File: src/rtl/adc_lane_aligner.sv
// rtl/adc_lane_aligner.sv - sync-marker lane alignment for demultiplexed ADC capture
//
// Finds the single-lane ADC sync marker inside the demux word, locks on it
// after LOCK_COUNT consistent events and rotates every channel so the sync
// sample lands on lane 0. Adds a valid qualifier and a saturating
// out-of-range event counter.
//
// Ports:
//   clk, reset      capture clock, synchronous active-high reset
//   din             NUM_CH x DEMUX samples, channel c lane l at (c*DEMUX+l)*SAMPLE_W
//   din_sync        per-lane sync flags
//   din_oor         per-lane out-of-range flags
//   align_en        1 = search/lock, 0 = bypass (offset 0)
//   oor_clear       clears oor_count (wins over increment)
//   dout            rotated samples, same packing as din
//   dout_sync       rotated sync flags
//   dout_oor        rotated out-of-range flags
//   dout_valid      dout qualifier
//   locked          aligner is locked
//   align_offset    rotation currently applied
//   align_lost      sticky lock-loss flag, cleared when alignment is disabled
//   oor_count       saturating count of valid output cycles with any dout_oor bit

module adc_lane_aligner #(
   parameter int SAMPLE_W   = 8,
   parameter int DEMUX      = 4,
   parameter int NUM_CH     = 2,
   parameter int LOCK_COUNT = 4,
   parameter int OOR_CNT_W  = 16,
   localparam int OFF_W     = $clog2(DEMUX)
) (
   input  logic                             clk,
   input  logic                             reset,
   input  logic [NUM_CH*DEMUX*SAMPLE_W-1:0] din,
   input  logic [DEMUX-1:0]                 din_sync,
   input  logic [DEMUX-1:0]                 din_oor,
   input  logic                             align_en,
   input  logic                             oor_clear,
   output logic [NUM_CH*DEMUX*SAMPLE_W-1:0] dout,
   output logic [DEMUX-1:0]                 dout_sync,
   output logic [DEMUX-1:0]                 dout_oor,
   output logic                             dout_valid,
   output logic                             locked,
   output logic [OFF_W-1:0]                 align_offset,
   output logic                             align_lost,
   output logic [OOR_CNT_W-1:0]             oor_count
);

   localparam int DATA_W = NUM_CH*DEMUX*SAMPLE_W;
   localparam int CH_W   = DEMUX*SAMPLE_W;
   localparam int WIN_IW = $clog2(2*DEMUX);
   localparam int DAT_IW = $clog2(2*CH_W);
   localparam logic [7:0] LOCK_TGT = 8'(LOCK_COUNT);
   localparam logic [OOR_CNT_W-1:0] OOR_MAX = '1;

   typedef enum logic [1:0] {S_IDLE, S_SEARCH, S_CONFIRM, S_LOCKED} state_t;

   state_t            state;
   logic [7:0]        cnt;
   logic [OFF_W-1:0]  cand;
   logic [1:0]        flush_cnt;

   logic [DATA_W-1:0] d1_data, d2_data;
   logic [DEMUX-1:0]  d1_sync, d2_sync, d1_oor, d2_oor;

   logic [DATA_W-1:0] mux_data;
   logic [DEMUX-1:0]  mux_sync, mux_oor;
   logic [2*CH_W-1:0] ch_win;
   logic [2*DEMUX-1:0] sync_win, oor_win;
   logic [WIN_IW-1:0] pos;
   logic [DAT_IW-1:0] dbase;

   logic [OFF_W-1:0]  sync_lane;
   logic              sync_any, sync_one;

   // Two-deep pipeline: the rotation window spans the older word (d2) and the
   // newer word (d1), so a marker on lane k pulls lanes k.. from d2 and the
   // wrap-around lanes from d1.
   always_ff @(posedge clk) begin
      if (reset) begin
         d1_data <= '0;
         d2_data <= '0;
         d1_sync <= '0;
         d2_sync <= '0;
         d1_oor  <= '0;
         d2_oor  <= '0;
      end else begin
         d1_data <= din;
         d2_data <= d1_data;
         d1_sync <= din_sync;
         d2_sync <= d1_sync;
         d1_oor  <= din_oor;
         d2_oor  <= d1_oor;
      end
   end

   always_comb begin
      mux_data = '0;
      mux_sync = '0;
      mux_oor  = '0;
      ch_win   = '0;
      pos      = '0;
      dbase    = '0;
      sync_win = {d1_sync, d2_sync};
      oor_win  = {d1_oor, d2_oor};
      for (int c = 0; c < NUM_CH; c++) begin
         ch_win = {d1_data[c*CH_W +: CH_W], d2_data[c*CH_W +: CH_W]};
         for (int j = 0; j < DEMUX; j++) begin
            pos   = WIN_IW'(align_offset) + WIN_IW'(j);
            dbase = DAT_IW'(pos) * DAT_IW'(SAMPLE_W);
            mux_data[(c*DEMUX+j)*SAMPLE_W +: SAMPLE_W] = ch_win[dbase +: SAMPLE_W];
         end
      end
      for (int j = 0; j < DEMUX; j++) begin
         pos         = WIN_IW'(align_offset) + WIN_IW'(j);
         mux_sync[j] = sync_win[pos];
         mux_oor[j]  = oor_win[pos];
      end
   end

   always_comb begin
      sync_lane = '0;
      for (int l = 0; l < DEMUX; l++) begin
         if (din_sync[l]) sync_lane = OFF_W'(l);
      end
      sync_any = |din_sync;
      sync_one = $onehot(din_sync);
   end

   // Alignment FSM. Every change of align_offset restarts the 3-cycle flush
   // so words straddling the old and new rotation are never marked valid.
   always_ff @(posedge clk) begin
      if (reset) begin
         state        <= S_IDLE;
         cnt          <= '0;
         cand         <= '0;
         align_offset <= '0;
         flush_cnt    <= 2'd3;
         locked       <= 1'b0;
         align_lost   <= 1'b0;
      end else begin
         if (flush_cnt != 2'd0) flush_cnt <= flush_cnt - 2'd1;
         if (!align_en) begin
            state      <= S_IDLE;
            locked     <= 1'b0;
            align_lost <= 1'b0;
            cnt        <= '0;
            if (align_offset != '0) begin
               align_offset <= '0;
               flush_cnt    <= 2'd3;
            end
         end else begin
            case (state)
               S_IDLE: state <= S_SEARCH;
               S_SEARCH: begin
                  if (sync_one) begin
                     cand <= sync_lane;
                     cnt  <= 8'd1;
                     if (LOCK_COUNT == 1) begin
                        state  <= S_LOCKED;
                        locked <= 1'b1;
                        if (align_offset != sync_lane) begin
                           align_offset <= sync_lane;
                           flush_cnt    <= 2'd3;
                        end
                     end else begin
                        state <= S_CONFIRM;
                     end
                  end
               end
               S_CONFIRM: begin
                  if (sync_any) begin
                     if (sync_one && sync_lane == cand) begin
                        cnt <= cnt + 8'd1;
                        if (cnt + 8'd1 == LOCK_TGT) begin
                           state  <= S_LOCKED;
                           locked <= 1'b1;
                           if (align_offset != cand) begin
                              align_offset <= cand;
                              flush_cnt    <= 2'd3;
                           end
                        end
                     end else begin
                        state <= S_SEARCH;
                        cnt   <= '0;
                     end
                  end
               end
               S_LOCKED: begin
                  if (sync_any && !(sync_one && sync_lane == align_offset)) begin
                     state      <= S_SEARCH;
                     locked     <= 1'b0;
                     align_lost <= 1'b1;
                     cnt        <= '0;
                  end
               end
               default: state <= S_IDLE;
            endcase
         end
      end
   end

   always_ff @(posedge clk) begin
      if (reset) begin
         dout       <= '0;
         dout_sync  <= '0;
         dout_oor   <= '0;
         dout_valid <= 1'b0;
         oor_count  <= '0;
      end else begin
         dout       <= mux_data;
         dout_sync  <= mux_sync;
         dout_oor   <= mux_oor;
         dout_valid <= (flush_cnt == 2'd0) && (state == S_LOCKED || !align_en);
         if (oor_clear) begin
            oor_count <= '0;
         end else if (dout_valid && (|dout_oor) && oor_count != OOR_MAX) begin
            oor_count <= oor_count + 1'b1;
         end
      end
   end

endmodule

File: config.mk
export PLATFORM = sky130hd
export DESIGN_NAME = adc_lane_aligner
export DESIGN_NICKNAME = d
export VERILOG_FILES = /design/src/rtl/adc_lane_aligner.sv
export SDC_FILE = /design/constraint.sdc
export NUM_CORES = 1
export LEC_CHECK = 0
export BUFFER_PORTS_ARGS = -buffer_cell sky130_fd_sc_hd__clkbuf_2
export CAP_MARGIN = 30
export CORE_MARGIN = 2
export CORE_UTILIZATION = 30
export DETAILED_ROUTE_END_ITERATION = 10
export GPL_ROUTABILITY_DRIVEN = 0
export GPL_TIMING_DRIVEN = 0
export PLACE_DENSITY = 0.46
export SETUP_SLACK_MARGIN = 0.02
export SYNTH_ARGS = -nofsm -noshare
export SYNTH_HDL_FRONTEND = slang
export SYNTH_SLANG_ARGS = --single-unit
File: constraint.sdc
create_clock -name clk -period 5.8 [get_ports clk]
set_input_delay 0.58 -clock clk [delete_from_list [all_inputs] [get_ports clk]]
set_output_delay 0.58 -clock clk [all_outputs]
set_load 0.02 [all_outputs]
==> results of run 1 <==
## layer usage
layer  part of all wire, %  up-vias  track usage (%)
li1                      -     3193                -
met1                    47     3220             21.4
met2                    46      194             24.6
met3                   5.0       40             2.26
met4                   2.6        0             4.38
met5                     0        -                0
## cells in the mapped netlist, types with 2 or more instances
cell,count
nor4_1,2
mux2i_1,9
nand2_1,11
nor2b_1,208
and4_1,2
nor3b_1,2
ha_1,11
xor2_1,10
a311oi_1,2
o21ai_1,4
inv_1,12
o21a_1,2
o41ai_1,4
o211ai_1,2
and2_1,2
nand4_1,7
nor3_1,12
buf_6,3
a21oi_1,6
a31oi_1,2
or3_1,4
buf_1,3
nor2_1,36
buf_2,13
and3_1,8
clkbuf_1,30
a211oi_1,4
o21ai_0,7
dfxtp_1,251
xnor2_1,6
mux4_2,76
o311ai_1,6
nand3_1,17
o31ai_1,3
## sequential cells by signal, indices dropped and copies added (netlist names)
name,count
d1_data,64
d2_data,64
dout,64
oor_count,16
cnt,8
d1_oor,4
d1_sync,4
d2_oor,4
d2_sync,4
dout_oor,4
dout_sync,4
align_offset,2
cand,2
flush_cnt,2
state,2
align_lost,1
dout_valid,1
locked,1
## path summary, 6_finish.rpt
| path | from | cells after the start | to | slack (ps) |
|---|---|---|---|---|
| worst min-delay path | din[5] | 2 | d1_data[5] | 250 |
| worst min register to register | d1_data[27] | 1 | d2_data[27] | 430 |
| worst max-delay path | align_offset[1] | 9 | dout_sync[3] | 2630 |
| worst max register to register | align_offset[1] | 9 | dout_sync[3] | 2630 |
## cell type report
| class | count | area share, % |
|---|---|---|
| Tap cell | 402 | 4.19 |
| Multi-Input combinational cell | 486 | 36.7 |
| Clock inverter | 13 | 1.22 |
| Timing Repair Buffer | 166 | 6.92 |
| Clock buffer | 37 | 6.79 |
| Sequential cell | 251 | 41.8 |
| Inverter | 12 | 0.375 |
| Buffer | 50 | 1.97 |
## layout by cell type (no fill, tap or decap), types with 3 or more instances in the layout
cell type	n
clkinv_2	8
clkbuf_2	166
nor2b_1	208
o21ai_1	4
clkbuf_1	32
nor2_1	36
nand2_1	11
a21oi_1	6
o31ai_1	3
bufinv_16	3
xor2_1	10
nand4_1	7
o41ai_1	4
buf_1	3
nor3_1	12
nand3_1	17
a211oi_1	4
buf_2	13
and3_1	8
or3_1	4
inv_1	12
o21ai_0	7
buf_6	3
mux4_2	76
mux2i_1	9
xnor2_1	6
ha_1	11
clkbuf_8	7
o311ai_1	6
dfxtp_1	251
clkbuf_16	29
## kinds of logic (layout without fill, tap and decap cells)
kind of cell               count (synthesis)  in the layout
and+or+nand+nor                          323            323
adders and majority gates                 12             12
AOI/OAI and AO/OA                         50             50
buffers and inverters                     62            278
xor gates and xnor gates                  16             16
muxes                                     85             85
DFF                                      251            251
## worst max-delay path: stages (launching register included)
cell,delay (ps)
dfxtp_1,450
buf_6,200
clkbuf_1,590
buf_2,440
inv_1,120
ha_1,290
clkbuf_1,330
mux4_2,370
mux2i_1,140
nor2_1,80
## through the flow
step	setup WS (ps)	util [%]	total power, W
6_report	2630	37.9	0.00388
5_1_grt	2390	37.9	0.00404
4_1_cts	2490	37.9	0.00393
3_5_place_dp	2120	34.8	0.00208
3_3_place_gp	2120	34.8	0.00208
2_1_floorplan	2670	-	0.00199
## power by group through the flow
stage	clock network [W]	logic, W	registers [W]
after floorplan	0	0.000120	0.00187
after global placement	0	0.000219	0.00186
after detailed placement	0	0.000220	0.00186
after CTS	0.00189	0.000221	0.00182
after global routing	0.00197	0.000237	0.00183
final	0.00184	0.000217	0.00183
==> impl_metrics.ini, run 1 <==
[synth]
yosysUniqueCellTypes = 56
synthSimpleGateAreaFrac_pct = 19.7
synth_xor_area_share_pct = 1.44
synth_ff_type = dfxtp_1
synth-adder-area-share_pct = 1.62
synth-edff-count = 0
synth_mux_area_share_pct = 18.5
synth_top_family_by_area = simple AND/OR/NAND/NOR gates
ys_warn_count = 0
syn-num-nets = 887
ys_seq_area_share_pct = 51.7
synth-seq-cells = 251
synth_async_sr_flop_share_pct = 0
synth_top_area_share_pct = 51.7
syn_area_per_cell_sq_um = 12.2
yosys-top-cells-area = dfxtp_1 52%, mux4_2 18%, nor2b_1 13%, ha_1 1.4%, nor2_1 1.4%
post_synth_instance_area_sq_um = 9720
synth_compound_area_share_pct = 4.03
synthCells = 799
yosys.area.top_type = dfxtp_1

[global_routing]
antenna_found_initial = 0
gr-total-overflow = 0
grt_max_degree = 14
grt_use_total_pct = 15.3
grt_first_pass_wirelength_mm = 39.4
grt_pass1_vias = 6748

[detailed_routing]
post-route-drc-count = 0
finalWirelength_mm = 26.1
via_per_inst = 4.69
num_vias = 6647
antenna_left = 0
firstDrtPassIters = 7
drt_iter0_drc = 250
wl_per_cell_um = 18.4

[final_layout]
drive_above_1_share_pct = 31.5
n_fill_cell = 3180
num-nets-final = 1084
multiInputGateArea_sq_um = 4410
final_cells = 1417
syn_to_final_growth_pct = 23.6
final-seq-area_sq_um = 5020
antenna_cells = 0
finalInstanceArea_sq_um = 12000

[timing]
finalCritPeriodShare_pct = 54.7
skew_ps = 11.7
tightest_slew_ps = 854
holdWs_ps = 251
hold_viol = 0
setup_tns_ps = 0
grt_setup_unrepaired = false
slew_headroom_pct = 43.1
fmax_mhz = 315
setup_viol = 0
slew_viol_final = 0
period_minus_slack_ps = 3170

[pwr]
power_density_nw_per_um2 = 323
ir_worst_vdd_uv = 196
p_int_w = 0.00301
switchingPower_w = 0.000871
clockPowerShare_pct = 47.3
p_leak_nw = 4.78
pwr-share-comb_pct = 5.6
switching_share_pct = 22.5
pwr-share-seq_pct = 47.1

[die]
die_w_um = 184
dieArea_sq_um = 33800
fp.coreArea_sq_um = 31700
start_util_pct = 30.6
fp-row-count = 65
ios = 169
dieHeight_um = 184

[hold_path]
hold_path.class = input pin to flip-flop

[clock_network]
clk_latency_ps = 540
holdBufCountCts = 0
cts_tree = built
clockRootBuffer = clkbuf_16
cts_max_level = 1
cts_buffers = 29
clk_pin_slew_ps = 60
clk_path_buf_depth = 3
cts_setup_buffers = 0
cts_sinks = 251
cts.repair.resized = 0

[place]
placed_area_sq_um = 11000
dp_cells = 1367
portBuffers = 166
dpl.hpwl_mm = 18.2

[worst_setup_path]
worstSetupPathType = flip-flop to flip-flop
worstPathMaxFanout = 10
required_ps = 6200
arrival_ps = 3570
cp-end-kind = flip-flop
start_kind = flip-flop

[run]
maxCapViolations = 0

[status]
status = complete, no violations
Power figures use the tool's default switching activity.
==> run 2: changes to the inputs <==
- PLACE_DENSITY: 0.46 -> 0.48
- clock period: 5.8 -> 2.79 ns (I/O delays scaled with it)
==> run 2 against run 1 <==
  * Die area stayed put
  * Critical path depth is 3 higher
  * Sequential cell count stayed put
  * Non-clock buffer count is 68 higher
  * Wire length is 1.4% higher
  * Critical path type is now input pin to flip-flop
  * Largest power group unchanged
==> impl_metrics.ini, run 2 (same netlist as run 1, synthesis figures left out) <==
[timing]
slew_viol_final = 0
setup_viol = 0
tightest_slew_ps = 831
finalCritPeriodShare_pct = 91.0
slew_headroom_pct = 44.6
skew_ps = 10.5
holdWs_ps = 44.1
period_minus_slack_ps = 2540
grt_setup_unrepaired = false
fmax_mhz = 394
hold_viol = 0

[status]
status = complete, no violations

[clock_network]
cts_buffers = 29
cts_sinks = 251
cts_tree = built
clk_pin_slew_ps = 60
clockRootBuffer = clkbuf_16
clk_path_buf_depth = 3
cts_max_level = 1
clk_latency_ps = 560

[hold_path]
hold_path.class = input pin to flip-flop
hold_end = d1_sync[0]
holdPathStages = 3
hp-start = din_sync[0]

[worst_setup_path]
required_ps = 3210
cpMostUsedCell = inv_1
cp_slowest_cell = nor4_2
reg2reg_slack_ps = 260
worst_r2r_endpoint = dout_sync[3]
arrival_ps = 2960
ff2ff_path_depth = 8
worstPathMaxFanout = 10
worstSetupPathType = input pin to flip-flop
rr_startpoint = align_offset[1]
cp-end-kind = flip-flop
start_kind = input pin
slowest_delay_ps = 520
path_cells = clkbuf_2 -> inv_1 -> fa_1 -> inv_1 -> ha_2 -> ha_4 -> nor3b_4 -> nand2_1 -> clkbuf_1 -> nor4_2 -> mux2i_1 -> nor2_1

[place]
dpl.hpwl_mm = 18.2
portBuffers = 166
dp_cells = 1367
placed_area_sq_um = 11100

[die]
ios = 169
dieArea_sq_um = 33800
fp-row-count = 65
fp.coreArea_sq_um = 31700
die_w_um = 184
dieHeight_um = 184
start_util_pct = 30.6

[detailed_routing]
num_vias = 6933
drt_iter0_drc = 237
antenna_left = 0
firstDrtPassIters = 4
via_per_inst = 4.66
finalWirelength_mm = 26.4
post-route-drc-count = 0
wl_per_cell_um = 17.8

[global_routing]
antenna_found_initial = 0
grt_first_pass_wirelength_mm = 40.8
grt_max_degree = 20
gr-total-overflow = 0
grt_pass1_vias = 7167
grt_use_total_pct = 15.6

[pwr]
p_leak_nw = 5.08
power_density_nw_per_um2 = 649
ir_worst_vdd_uv = 470

[final_layout]
final_core_util_pct = 40.4
syn_to_final_growth_pct = 31.7
drive_above_1_share_pct = 29.9
antenna_cells = 0
n_fill_cell = 3128
num-nets-final = 1152
finalInstanceArea_sq_um = 12800
reg.largest.list = d1_data x64, d2_data x64, dout x64
mostFrequentLayoutCells = 251 x dfxtp_1, 208 x nor2b_1, 166 x clkbuf_2, 76 x mux4_2, 69 x dlygate4sd3_1
mostFrequentLayoutCell = dfxtp_1
final_cells = 1489

[run]
maxCapViolations = 0
run 2: cell types whose count changed in the layout (fill, tap and decap cells not counted), sizes merged:
cell / previous run / this run
clkinvlp: 1 / 3
bufinv: 3 / 4
clkinv: 9 / 6
inv: 12 / 13
dlygate4sd3: 0 / 69
clkbuf: 234 / 236
run 2: cell type report:
cell class / count / area (sq um) / area share [%]
Buffer: 49 / 236 / 1.85
Clock buffer: 40 / 817 / 6.38
Clock inverter: 14 / 193 / 1.51
Inverter: 12 / 45.0 / 0.352
Multi-Input combinational cell: 486 / 4460 / 34.8
Sequential cell: 251 / 5020 / 39.3
Tap cell: 402 / 503 / 3.93
Timing Repair Buffer: 235 / 1520 / 11.9
run 2: critical path: cells and delay by family:
family / cells / cell delay, ps
AND/OR/NAND/NOR: 4 / 940
adder cells (fa/ha/maj): 3 / 940
multiplexers: 1 / 240
buffers and inverters: 4 / 550
run 2: report_power, final:
| group | total [W] | internal, W | switching (W) |
|---|---|---|---|
| registers | 0.00379 | 0.00372 | 0.0000752 |
| clock network | 0.00397 | 0.00242 | 0.00154 |
| logic | 0.000540 | 0.000286 | 0.000254 |
run 2: stage by stage:
stage / setup slack [ps] / power [W] / TNS, ps
6_report: 252 / 0.00830 / 0
5_1_grt: 23.6 / 0.00865 / 0
4_1_cts: 103 / 0.00842 / 0
3_5_place_dp: -502 / 0.00434 / -4810
3_3_place_gp: -458 / 0.00433 / -4680
2_1_floorplan: 45.4 / 0.00414 / 0
run 2: how the worst max path moves through the flow:
stage                                from         endpoint
after floorplan               din_sync[3]           cnt[0]
after global placement        din_sync[1]           cnt[3]
after detailed placement  align_offset[1]     dout_sync[3]
after CTS                     din_sync[1]           cnt[3]
after global routing      align_offset[1]     dout_sync[3]
final                         din_sync[1]  align_offset[0]
run 2: metal layers:
| metal | share of wire, % | routed length [um] | vias to the layer above | track usage (%) |
|---|---|---|---|---|
| li1 | - | - | 3343 | - |
| met1 | 45 | 12000 | 3392 | 20.8 |
| met2 | 48 | 12800 | 168 | 26.7 |
| met3 | 4.4 | 1170 | 30 | 2.42 |
| met4 | 1.7 | 448 | 0 | 3.81 |
| met5 | 0 | 0 | - | 0 |
run 2: what timing repair did:
action / CTS / global route
hold buffers: 69 / 0
hold endpoints to repair: 69 / 0
pin swaps: 0 / 0
endpoints found under the setup margin: 5 / 5
resized for setup: 0 / 3
buffers inserted: 0 / 0
